$ cat config.mk
export PLATFORM = sky130hd
export DESIGN_NAME = sysid_verify_master
export DESIGN_NICKNAME = d
export VERILOG_FILES = /design/src/rtl/sysid_verify_pkg.sv /design/src/rtl/sysid_verify_timer.sv /design/src/rtl/sysid_verify_master.sv
export SDC_FILE = /design/constraint.sdc
export NUM_CORES = 1
export LEC_CHECK = 0
export CAP_MARGIN = 20
export CORE_AREA = 2 2 102 143
export DETAILED_ROUTE_END_ITERATION = 16
export DIE_AREA = 0 0 104 145
export PLACE_DENSITY = 0.52
export SLEW_MARGIN = 25
export SYNTH_ARGS = -nofsm -noshare
export SYNTH_HDL_FRONTEND = slang
export SYNTH_SLANG_ARGS = --single-unit
$ cat constraint.sdc
create_clock -name clock -period 2.7 [get_ports clock]
set_clock_uncertainty 0.05 [all_clocks]
set_input_delay 0.54 -clock clock [delete_from_list [all_inputs] [get_ports clock]]
set_output_delay 0.54 -clock clock [all_outputs]
set_load 0.02 [all_outputs]
$ cat src/rtl/sysid_verify_pkg.sv
// sysid_verify_pkg
//   Shared definitions for the system-ID verify master: data width,
//   sysid slave word addresses and the sequencer state encoding.
package sysid_verify_pkg;

  localparam int DATA_W = 32;

  // Word addresses inside the sysid slave.
  localparam logic SYSID_ADDR_ID = 1'b0;
  localparam logic SYSID_ADDR_TS = 1'b1;

  typedef enum logic [2:0] {
    ST_IDLE    = 3'd0,
    ST_ID_REQ  = 3'd1,
    ST_ID_WAIT = 3'd2,
    ST_TS_REQ  = 3'd3,
    ST_TS_WAIT = 3'd4,
    ST_DONE    = 3'd5
  } state_t;

endpackage

$ cat src/rtl/sysid_verify_timer.sv
// sysid_verify_timer
//   Saturating per-read cycle counter. Cleared when a read request is
//   launched, counts while enabled, and flags expiry on the last cycle a
//   read may still complete.
// Ports
//   clock   in  1  rising-edge clock
//   reset   in  1  synchronous active-high reset
//   clear   in  1  restart the count at zero on the next edge
//   enable  in  1  count this cycle
//   expire  out 1  this is the TIMEOUT_CYCLES-th cycle of the read
module sysid_verify_timer #(
  parameter int TIMEOUT_CYCLES = 255
) (
  input  logic clock,
  input  logic reset,
  input  logic clear,
  input  logic enable,
  output logic expire
);

  localparam int W = $clog2(TIMEOUT_CYCLES + 1);
  localparam logic [W-1:0] MAX  = W'(TIMEOUT_CYCLES);
  localparam logic [W-1:0] LAST = W'(TIMEOUT_CYCLES - 1);

  logic [W-1:0] count;

  // NOTE: state registers use non-blocking assignments so every flop
  // samples pre-edge values regardless of process evaluation order.
  always_ff @(posedge clock) begin
    if (reset) begin
      count <= '0;
    end else if (clear) begin
      count <= '0;
    end else if (enable && count != MAX) begin
      count <= count + W'(1);
    end
  end

  // The count equals the number of cycles already spent on this read, so
  // the read has used its full budget when the count reaches LAST.
  assign expire = enable && (count >= LAST);

endmodule

$ cat src/rtl/sysid_verify_master.sv
// sysid_verify_master
//   Avalon-MM read master that reads the sysid slave (word 0: system ID,
//   word 1: build timestamp) after reset or on a start pulse, compares the
//   words against the expected image values and reports the verdict.
// Ports
//   clock              in   1   rising-edge clock
//   reset              in   1   synchronous active-high reset
//   start              in   1   begin a check when not busy
//   avm_address        out  1   0 = ID word, 1 = timestamp word
//   avm_read           out  1   read request
//   avm_waitrequest    in   1   slave stall
//   avm_readdata       in   32  read data
//   avm_readdatavalid  in   1   read data valid
//   id_value           out  32  captured system ID
//   ts_value           out  32  captured timestamp
//   busy               out  1   check in progress
//   done               out  1   check finished (held until next start)
//   pass               out  1   no mismatch and no timeout
//   id_mismatch        out  1   captured ID differs from EXPECTED_ID
//   ts_mismatch        out  1   captured TS differs (only when CHECK_TS)
//   timeout_err        out  1   a read ran out of cycles
module sysid_verify_master
  import sysid_verify_pkg::*;
#(
  parameter logic [DATA_W-1:0] EXPECTED_ID    = 32'h0000_0000,
  parameter logic [DATA_W-1:0] EXPECTED_TS    = 32'h0000_0000,
  parameter bit                CHECK_TS       = 1'b1,
  parameter int                TIMEOUT_CYCLES = 255,
  parameter bit                AUTO_START     = 1'b1
) (
  input  logic              clock,
  input  logic              reset,
  input  logic              start,
  output logic              avm_address,
  output logic              avm_read,
  input  logic              avm_waitrequest,
  input  logic [DATA_W-1:0] avm_readdata,
  input  logic              avm_readdatavalid,
  output logic [DATA_W-1:0] id_value,
  output logic [DATA_W-1:0] ts_value,
  output logic              busy,
  output logic              done,
  output logic              pass,
  output logic              id_mismatch,
  output logic              ts_mismatch,
  output logic              timeout_err
);

  state_t            state, state_next;
  logic              auto_pending;
  logic              launch, cap_id, cap_ts, set_timeout, finish;
  logic              timer_clear, timer_expire;
  logic [DATA_W-1:0] id_next, ts_next;
  logic              id_mm, ts_mm;

  sysid_verify_timer #(
    .TIMEOUT_CYCLES(TIMEOUT_CYCLES)
  ) u_timer (
    .clock  (clock),
    .reset  (reset),
    .clear  (timer_clear),
    .enable (busy),
    .expire (timer_expire)
  );

  always_ff @(posedge clock) begin
    if (reset) state <= ST_IDLE;
    else       state <= state_next;
  end

  // NOTE: every signal written here gets a default first, so no path
  // through the case leaves one unassigned and no latch is inferred.
  always_comb begin
    state_next  = state;
    launch      = 1'b0;
    timer_clear = 1'b0;
    cap_id      = 1'b0;
    cap_ts      = 1'b0;
    set_timeout = 1'b0;
    unique case (state)
      ST_IDLE, ST_DONE: begin
        if (start || auto_pending) begin
          launch      = 1'b1;
          timer_clear = 1'b1;
          state_next  = ST_ID_REQ;
        end
      end
      ST_ID_REQ: begin
        // Data in the accept cycle comes from a zero-latency slave.
        if (!avm_waitrequest && avm_readdatavalid) begin
          cap_id      = 1'b1;
          timer_clear = 1'b1;
          state_next  = ST_TS_REQ;
        end else if (timer_expire) begin
          set_timeout = 1'b1;
          state_next  = ST_DONE;
        end else if (!avm_waitrequest) begin
          state_next = ST_ID_WAIT;
        end
      end
      ST_ID_WAIT: begin
        if (avm_readdatavalid) begin
          cap_id      = 1'b1;
          timer_clear = 1'b1;
          state_next  = ST_TS_REQ;
        end else if (timer_expire) begin
          set_timeout = 1'b1;
          state_next  = ST_DONE;
        end
      end
      ST_TS_REQ: begin
        if (!avm_waitrequest && avm_readdatavalid) begin
          cap_ts     = 1'b1;
          state_next = ST_DONE;
        end else if (timer_expire) begin
          set_timeout = 1'b1;
          state_next  = ST_DONE;
        end else if (!avm_waitrequest) begin
          state_next = ST_TS_WAIT;
        end
      end
      ST_TS_WAIT: begin
        if (avm_readdatavalid) begin
          cap_ts     = 1'b1;
          state_next = ST_DONE;
        end else if (timer_expire) begin
          set_timeout = 1'b1;
          state_next  = ST_DONE;
        end
      end
      default: state_next = ST_IDLE;
    endcase
  end

  assign finish = (state_next == ST_DONE) && (state != ST_DONE);

  // Verdict uses the values as they will be after this edge, so a capture
  // on the final cycle is included.
  assign id_next = cap_id ? avm_readdata : id_value;
  assign ts_next = cap_ts ? avm_readdata : ts_value;
  assign id_mm   = (id_next != EXPECTED_ID);
  assign ts_mm   = CHECK_TS && (ts_next != EXPECTED_TS);

  always_ff @(posedge clock) begin
    if (reset) begin
      auto_pending <= AUTO_START;
      id_value     <= '0;
      ts_value     <= '0;
      done         <= 1'b0;
      pass         <= 1'b0;
      id_mismatch  <= 1'b0;
      ts_mismatch  <= 1'b0;
      timeout_err  <= 1'b0;
    end else begin
      id_value <= id_next;
      ts_value <= ts_next;
      if (launch) begin
        auto_pending <= 1'b0;
        done         <= 1'b0;
        pass         <= 1'b0;
        id_mismatch  <= 1'b0;
        ts_mismatch  <= 1'b0;
        timeout_err  <= 1'b0;
      end
      if (set_timeout) timeout_err <= 1'b1;
      if (finish) begin
        done        <= 1'b1;
        id_mismatch <= id_mm;
        ts_mismatch <= ts_mm;
        pass        <= !id_mm && !ts_mm && !set_timeout;
      end
    end
  end

  assign busy        = !(state inside {ST_IDLE, ST_DONE});
  assign avm_read    = (state inside {ST_ID_REQ, ST_TS_REQ});
  assign avm_address = (state inside {ST_TS_REQ, ST_TS_WAIT}) ? SYSID_ADDR_TS
                                                              : SYSID_ADDR_ID;

endmodule

==> impl_metrics.json, run 1 <==
{
  "synth-simple-area-share_pct": 24.3,
  "p_int_w": 0.00222,
  "synth_cells": 392,
  "slew_violations": 0,
  "ys_seq_area_share_pct": 47.7,
  "ios": 109,
  "clock_sinks": 81,
  "grt_pass1_wl_microns": 16900,
  "postRouteAntennaNets": 0,
  "drt_wl_total_microns": 10400,
  "syn_area_sq_um": 3400,
  "ys.flop_type": "dfxtp_1",
  "fp-row-count": 51,
  "die_width_microns": 104,
  "cp-end-kind": "output port",
  "power_switching_w": 0.000789,
  "yosysWarnings": 0,
  "drc": 0,
  "power_leakage_nw": 1.94,
  "min-delay-start": "auto_pending",
  "cts-root-buf": "clkbuf_16",
  "r2r_end": "id_mismatch",
  "hold_end": "auto_pending",
  "cp.required_ns": 2.11,
  "arrival_ns": 1.91,
  "cts_tree": "done",
  "synth_top_area_share_pct": 47.7,
  "synth_top_family_by_area": "simple AND/OR/NAND/NOR gates",
  "r2r_cells": 6,
  "cts_hold_buf": 0,
  "routed_via_density": 4.59,
  "path_class": "reg2out",
  "grt_antenna_before_repair": 0,
  "pwr-share-seq_pct": 42.6,
  "yosysMostFrequentCell": "dfxtp_1",
  "insertion_delay_ns": 0.34,
  "post_cts_buffers": 0,
  "drv_cap": 0,
  "start_util_pct": 24.6,
  "worstMarginPinSlew_ns": 0.546,
  "core_sq_um": 13800,
  "diodes": 0,
  "cts_buffer_depth": 2,
  "synth_nets": 431,
  "place_ws_ns": 0.0713,
  "synthMuxAreaShare_pct": 9.43,
  "synth_top_area_cell": "dfxtp_1",
  "p_sw_share_pct": 26.2,
  "synth_edf_count": 0,
  "async_reset_ff_share_pct": 0,
  "grt-ovfl-total": 0,
  "min_period_ns": 2.50,
  "die_area_sq_um": 15100,
  "nets": 538,
  "vias": 3163,
  "reg2reg_from": "u_timer.count[1]",
  "synthTopCellsByCount": "81 x dfxtp_1, 69 x nand2_1, 45 x nor2_1",
  "synthAdderAreaFrac_pct": 0.737,
  "cts_resized": 0,
  "hold_viol_final": 0,
  "crit_fanout": 14,
  "setup_violations": 0,
  "area_growth_pct": 47.0,
  "avgRoutedWirePerCell_microns": 15.1,
  "dp_hpwl_microns": 7840,
  "cts-htree-levels": 3,
  "clkTransAtPathRegs_ns": 0.06,
  "pwr-share-clk_pct": 42.7,
  "synth_xor_area_share_pct": 2.06,
  "port_buffers": 108,
  "fmax_mhz": 400,
  "grt_pass1_vias": 3260,
  "rsz0062_at_grt": "no",
  "hold_path_class": "reg2reg",
  "hold_depth": 1,
  "first_pass_iters": 4,
  "die_h_microns": 145,
  "ys_ff_latch": 81,
  "reg2reg_slack_ns": 0.43,
  "drt_iter0_markers": 52,
  "drive_gt1_share_pct": 7.54,
  "power_frac_comb_pct": 14.6,
  "synth.distinct_cells": 48,
  "p_per_area_nw_per_um2": 603,
  "avgSynthCellArea_sq_um": 8.67,
  "fin_crit_sh_pct": 92.5,
  "status": "completed",
  "cp-start-kind": "register",
  "tritoncts.num_buffers": 9,
  "final.setup.tns_ns": 0,
  "globalRouteTotalUtil_pct": 14.1,
  "place.gp.congestion": 0.853,
  "synth_compound_area_share_pct": 12.0,
  "setup_slack_ns": 0.203,
  "relSlewSlack_pct": 63.6,
  "ir_worst_vdd_v": 0.000294,
  "synthTopCellsByArea": "dfxtp_1 48%, mux2i_1 9.4%, nand2_1 7.6%",
  "grt_max_degree": 41
}
## kinds of logic (layout without fill, tap and decap cells)
group | after synthesis | after routing
flops | 81 | 81
fa+ha+maj | 2 | 2
xor+xnor | 8 | 8
buf+inv | 27 | 139
simple gates | 175 | 175
compound gates | 67 | 67
mux | 32 | 32
## metrics by stage
stage | utilization, % | power, W | cell area (sq um) | cells | hold WS (ns)
after global routing | 36.2 | 0.00314 | 4990 | 689 | 0.447
final | 36.2 | 0.00301 | 4990 | 689 | 0.421
after CTS | 36.2 | 0.00305 | 4990 | 689 | 0.421
after detailed placement | 34.0 | 0.00176 | 4680 | 673 | 0.410
after global placement | 34.0 | 0.00175 | 4680 | 673 | 0.403
after floorplan | - | 0.00154 | 3400 | 392 | 0.394
## worst max-delay path, stage by stage, from the launching register on
cell and delay, ns:
dfxtp_2 0.46, xor2_1 0.25, or2_2 0.23, clkdlybuf4s50_1 0.63
## layer usage
layer / global-route usage [%] / vias to the layer above / wire length, microns
met3: 4.67 / 16 / 689
met2: 25.6 / 76 / 5390
met1: 15.0 / 1483 / 4140
li1: - / 1588 / -
met4: 5.68 / 0 / 192
met5: 0 / - / 0
## power by group through the flow
stage | sequential, W | clock [W] | combinational, W
detailed placement | 0.00131 | 0 | 0.000446
finish | 0.00128 | 0.00129 | 0.000441
global placement | 0.00131 | 0 | 0.000442
CTS | 0.00128 | 0.00132 | 0.000448
floorplan | 0.00133 | 0 | 0.000210
global route | 0.00129 | 0.00137 | 0.000480
## worst max-delay path by stage
stage             endpoint  cells past startpoint  slack, ns              from
2_1_floorplan  ts_mismatch                      6       0.67  u_timer.count[1]
3_3_place_gp          pass                      6        0.1   avm_readdata[3]
3_5_place_dp   id_mismatch                      6       0.07   avm_waitrequest
4_1_cts               busy                      3       0.06          state[0]
5_1_grt        avm_address                      3       0.09          state[1]
6_report              busy                      3       0.20          state[0]
## cells in the final DEF, fill, tap and decap left out, types with 2 or more instances in the layout
cell type / count
a211oi_1: 2
a21o_1: 3
a21oi_1: 40
buf_4: 11
clkbuf_16: 9
clkbuf_8: 2
clkdlybuf4s50_1: 107
dfxtp_1: 80
ha_1: 2
inv_1: 4
inv_6: 3
mux2i_1: 32
nand2_1: 69
nand4_1: 11
nor2_1: 45
nor2b_1: 2
nor3_1: 7
nor3b_1: 3
nor4_1: 24
o21a_1: 2
o21ai_0: 6
o221ai_1: 2
or2_2: 2
or4_1: 2
xnor2_1: 2
xor2_1: 6
## state kept, by name, summed over array words and instances (netlist names)
register       count
state              3
u_timer.count      8
auto_pending       1
done               1
id_value          32
ts_value          32
pass               1
ts_mismatch        1
id_mismatch        1
timeout_err        1
## layout make-up
cell class | instances | area [sq um]
Fill cell | 1451 | 8790
Multi-Input combinational cell | 284 | 1650
Sequential cell | 81 | 1620
Timing Repair Buffer | 119 | 1160
Clock buffer | 12 | 256
Tap cell | 185 | 231
Clock inverter | 4 | 56.3
Inverter | 4 | 15.0
(Power assumes the default switching activity.)
==> run 2, diff against run 1 <==
CORE_AREA = 2 2 102 144   (was 2 2 102 143)
DIE_AREA = 0 0 104 146   (was 0 0 104 145)
SYNTH_HIERARCHICAL = 1   (was unset)
==> run 2 against run 1 <==
Total power up 7.4%. Flip-flop and latch count unchanged. Final cell count up 6.0%. Clock power up 11%. Utilization up 0.74 points. Via count up 11%. Final area up 2.1%. Register-to-register slack worse by 0.25 ns. Worst setup slack worse by 0.042 ns. Critical path type unchanged.
==> impl_metrics.json, run 2 <==
{
  "status": "completed",
  "nets": 580,
  "grt_max_degree": 36,
  "setup_violations": 0,
  "drive_gt1_share_pct": 8.62,
  "rsz0062_at_grt": "no",
  "cp-end-kind": "output port",
  "synth.distinct_cells": 49,
  "ys_ff_latch": 81,
  "drc": 0,
  "layout_common_cells": "138 x nand2_1, 107 x clkdlybuf4s50_1, 81 x dfxtp_1",
  "globalRouteTotalUtil_pct": 15.9,
  "grt_antenna_before_repair": 0,
  "ys.flop_type": "dfxtp_1",
  "slew_violations": 0,
  "avgRoutedWirePerCell_microns": 16.5,
  "ir_worst_vdd_v": 0.000249,
  "path_class": "reg2out",
  "fp-row-count": 51,
  "critPathMaxStageDelay_ns": 0.60,
  "port_buffers": 108,
  "final.setup.tns_ns": 0,
  "syn_area_sq_um": 3400,
  "drt_iter0_markers": 126,
  "synth_compound_area_share_pct": 18.0,
  "insertion_delay_ns": 0.34,
  "pwr-share-clk_pct": 44.2,
  "reg_top3": "id_value x32, ts_value x32, u_timer/count x8",
  "postRouteAntennaNets": 0,
  "drt_wl_total_microns": 12000,
  "avgSynthCellArea_sq_um": 7.93,
  "p_sw_share_pct": 25.2,
  "min_period_ns": 2.54,
  "cp.required_ns": 2.11,
  "grt-ovfl-total": 0,
  "cp_slowest_cell": "clkdlybuf4s50_1",
  "yosysMostFrequentCell": "nand2_1",
  "tritoncts.num_buffers": 9,
  "crit_fanout": 13,
  "n_fill_cell": 1495,
  "fin_cells": 730,
  "clkTransAtPathRegs_ns": 0.06,
  "diodes": 0,
  "grt_pass1_vias": 3508,
  "cts-root-buf": "clkbuf_16",
  "synthAdderAreaFrac_pct": 0.736,
  "crit_chain": "buf_4, nor3b_1, a21o_1, clkdlybuf4s50_1",
  "synthMuxAreaShare_pct": 0.588,
  "yosysWarnings": 6,
  "core_sq_um": 13800,
  "hold_path_class": "reg2reg",
  "worstMarginPinSlew_ns": 0.661,
  "ios": 109,
  "final_common_cell": "nand2_1",
  "synth_top_family_by_area": "simple AND/OR/NAND/NOR gates",
  "p_per_area_nw_per_um2": 635,
  "first_pass_iters": 5,
  "cp-start-kind": "register",
  "clock_sinks": 81,
  "synth_top_area_cell": "dfxtp_1",
  "p_int_w": 0.00242,
  "synth_top_area_share_pct": 47.7,
  "vias": 3497,
  "fin_crit_sh_pct": 94.0,
  "async_reset_ff_share_pct": 0,
  "power_frac_comb_pct": 16.0,
  "synth-simple-area-share_pct": 28.1,
  "die_h_microns": 146,
  "power_switching_w": 0.000814,
  "arrival_ns": 1.95,
  "relSlewSlack_pct": 55.9,
  "dp_hpwl_microns": 9070,
  "cts_buffer_depth": 2,
  "synth_edf_count": 0,
  "ys_seq_area_share_pct": 47.7,
  "synth_cells": 429,
  "cts_tree": "done",
  "synth_xor_area_share_pct": 0.515,
  "synth_nets": 468,
  "synthTopCellsByArea": "dfxtp_1 48%, nand2_1 15%, a21oi_1 10%",
  "start_util_pct": 24.7,
  "die_area_sq_um": 15200,
  "routed_via_density": 4.79,
  "place.gp.congestion": 0.803,
  "grt_pass1_wl_microns": 19000,
  "power_leakage_nw": 1.73,
  "crit_buf_inv": 2,
  "fmax_mhz": 394,
  "drv_cap": 0,
  "pwr-share-seq_pct": 39.8,
  "die_width_microns": 104,
  "critPathTopFamily": "buffers and inverters",
  "hold_viol_final": 0,
  "synthTopCellsByCount": "138 x nand2_1, 81 x dfxtp_1, 70 x a21oi_1",
  "area_growth_pct": 49.8,
  "cts-htree-levels": 3,
  "dpl.cell_count": 714,
  "cts_hold_buf": 0
}
[run 2: stage by stage]
step / total power [W] / setup WS (ns) / area [sq um] / util (%) / hold WS (ns)
final: 0.00324 / 0.161 / 5100 / 37.0 / 0.409
after global placement: 0.00182 / 0.163 / 4730 / 34.3 / 0.408
after detailed placement: 0.00183 / 0.160 / 4730 / 34.3 / 0.403
after CTS: 0.00327 / 0.129 / 5080 / 36.8 / 0.411
after global routing: 0.00336 / 0.00755 / 5100 / 37.0 / 0.420
after floorplan: 0.00158 / 0.0768 / 3400 / - / 0.394
[run 2: final cells by class]
class,count,area (sq um),share of cell area [%]
multi-input cells,316,1650,32.3
flip-flops and latches,81,1620,31.8
repair buffers,128,1230,24.1
clock buffers,11,253,4.96
well taps,185,231,4.54
clock inverters,4,98.8,1.94
inverters,5,18.8,0.368
[run 2: kinds of logic after synthesis]
logic type	Yosys count
XOR/XNOR	2
adder cells (fa/ha/maj)	2
AND/OR/NAND/NOR	207
flip-flops	81
AO/OA/AOI/OAI	103
multiplexers	2
buffers and inverters	32
[run 2: final timing paths]
check	start	to	slack [ns]	cells past startpoint
setup / recovery	state[2]	avm_address	0.16	4
hold / removal	done	done	0.41	2
setup reg to reg	state[2]	ts_mismatch	0.18	11
hold reg to reg	done	done	0.41	2
[run 2: tightest hold or removal path, stage by stage, from the launching register on]
cell	delay, ns
dfxtp_1	0.31
nand2_1	0.05
a21oi_1	0.05
[run 2: per-layer routing]
layer	wire, microns	track usage [%]	vias to the layer above
met5	0	0	-
met2	6450	30.1	102
li1	-	-	1722
met1	4810	17.6	1660
met3	560	2.82	13
met4	207	5.68	0
[run 2: power by group through the flow]
stage / Combinational (W) / Clock, W / Sequential [W]
global placement: 0.000513 / 0 / 0.00131
detailed placement: 0.000517 / 0 / 0.00131
CTS: 0.000520 / 0.00146 / 0.00129
floorplan: 0.000237 / 0 / 0.00134
finish: 0.000519 / 0.00143 / 0.00129
global route: 0.000559 / 0.00151 / 0.00129
[run 2: timing repair]
action,4_1_cts,5_1_grt
endpoints found under the setup margin,0,2
setup buffers,0,1
resized for setup,0,3
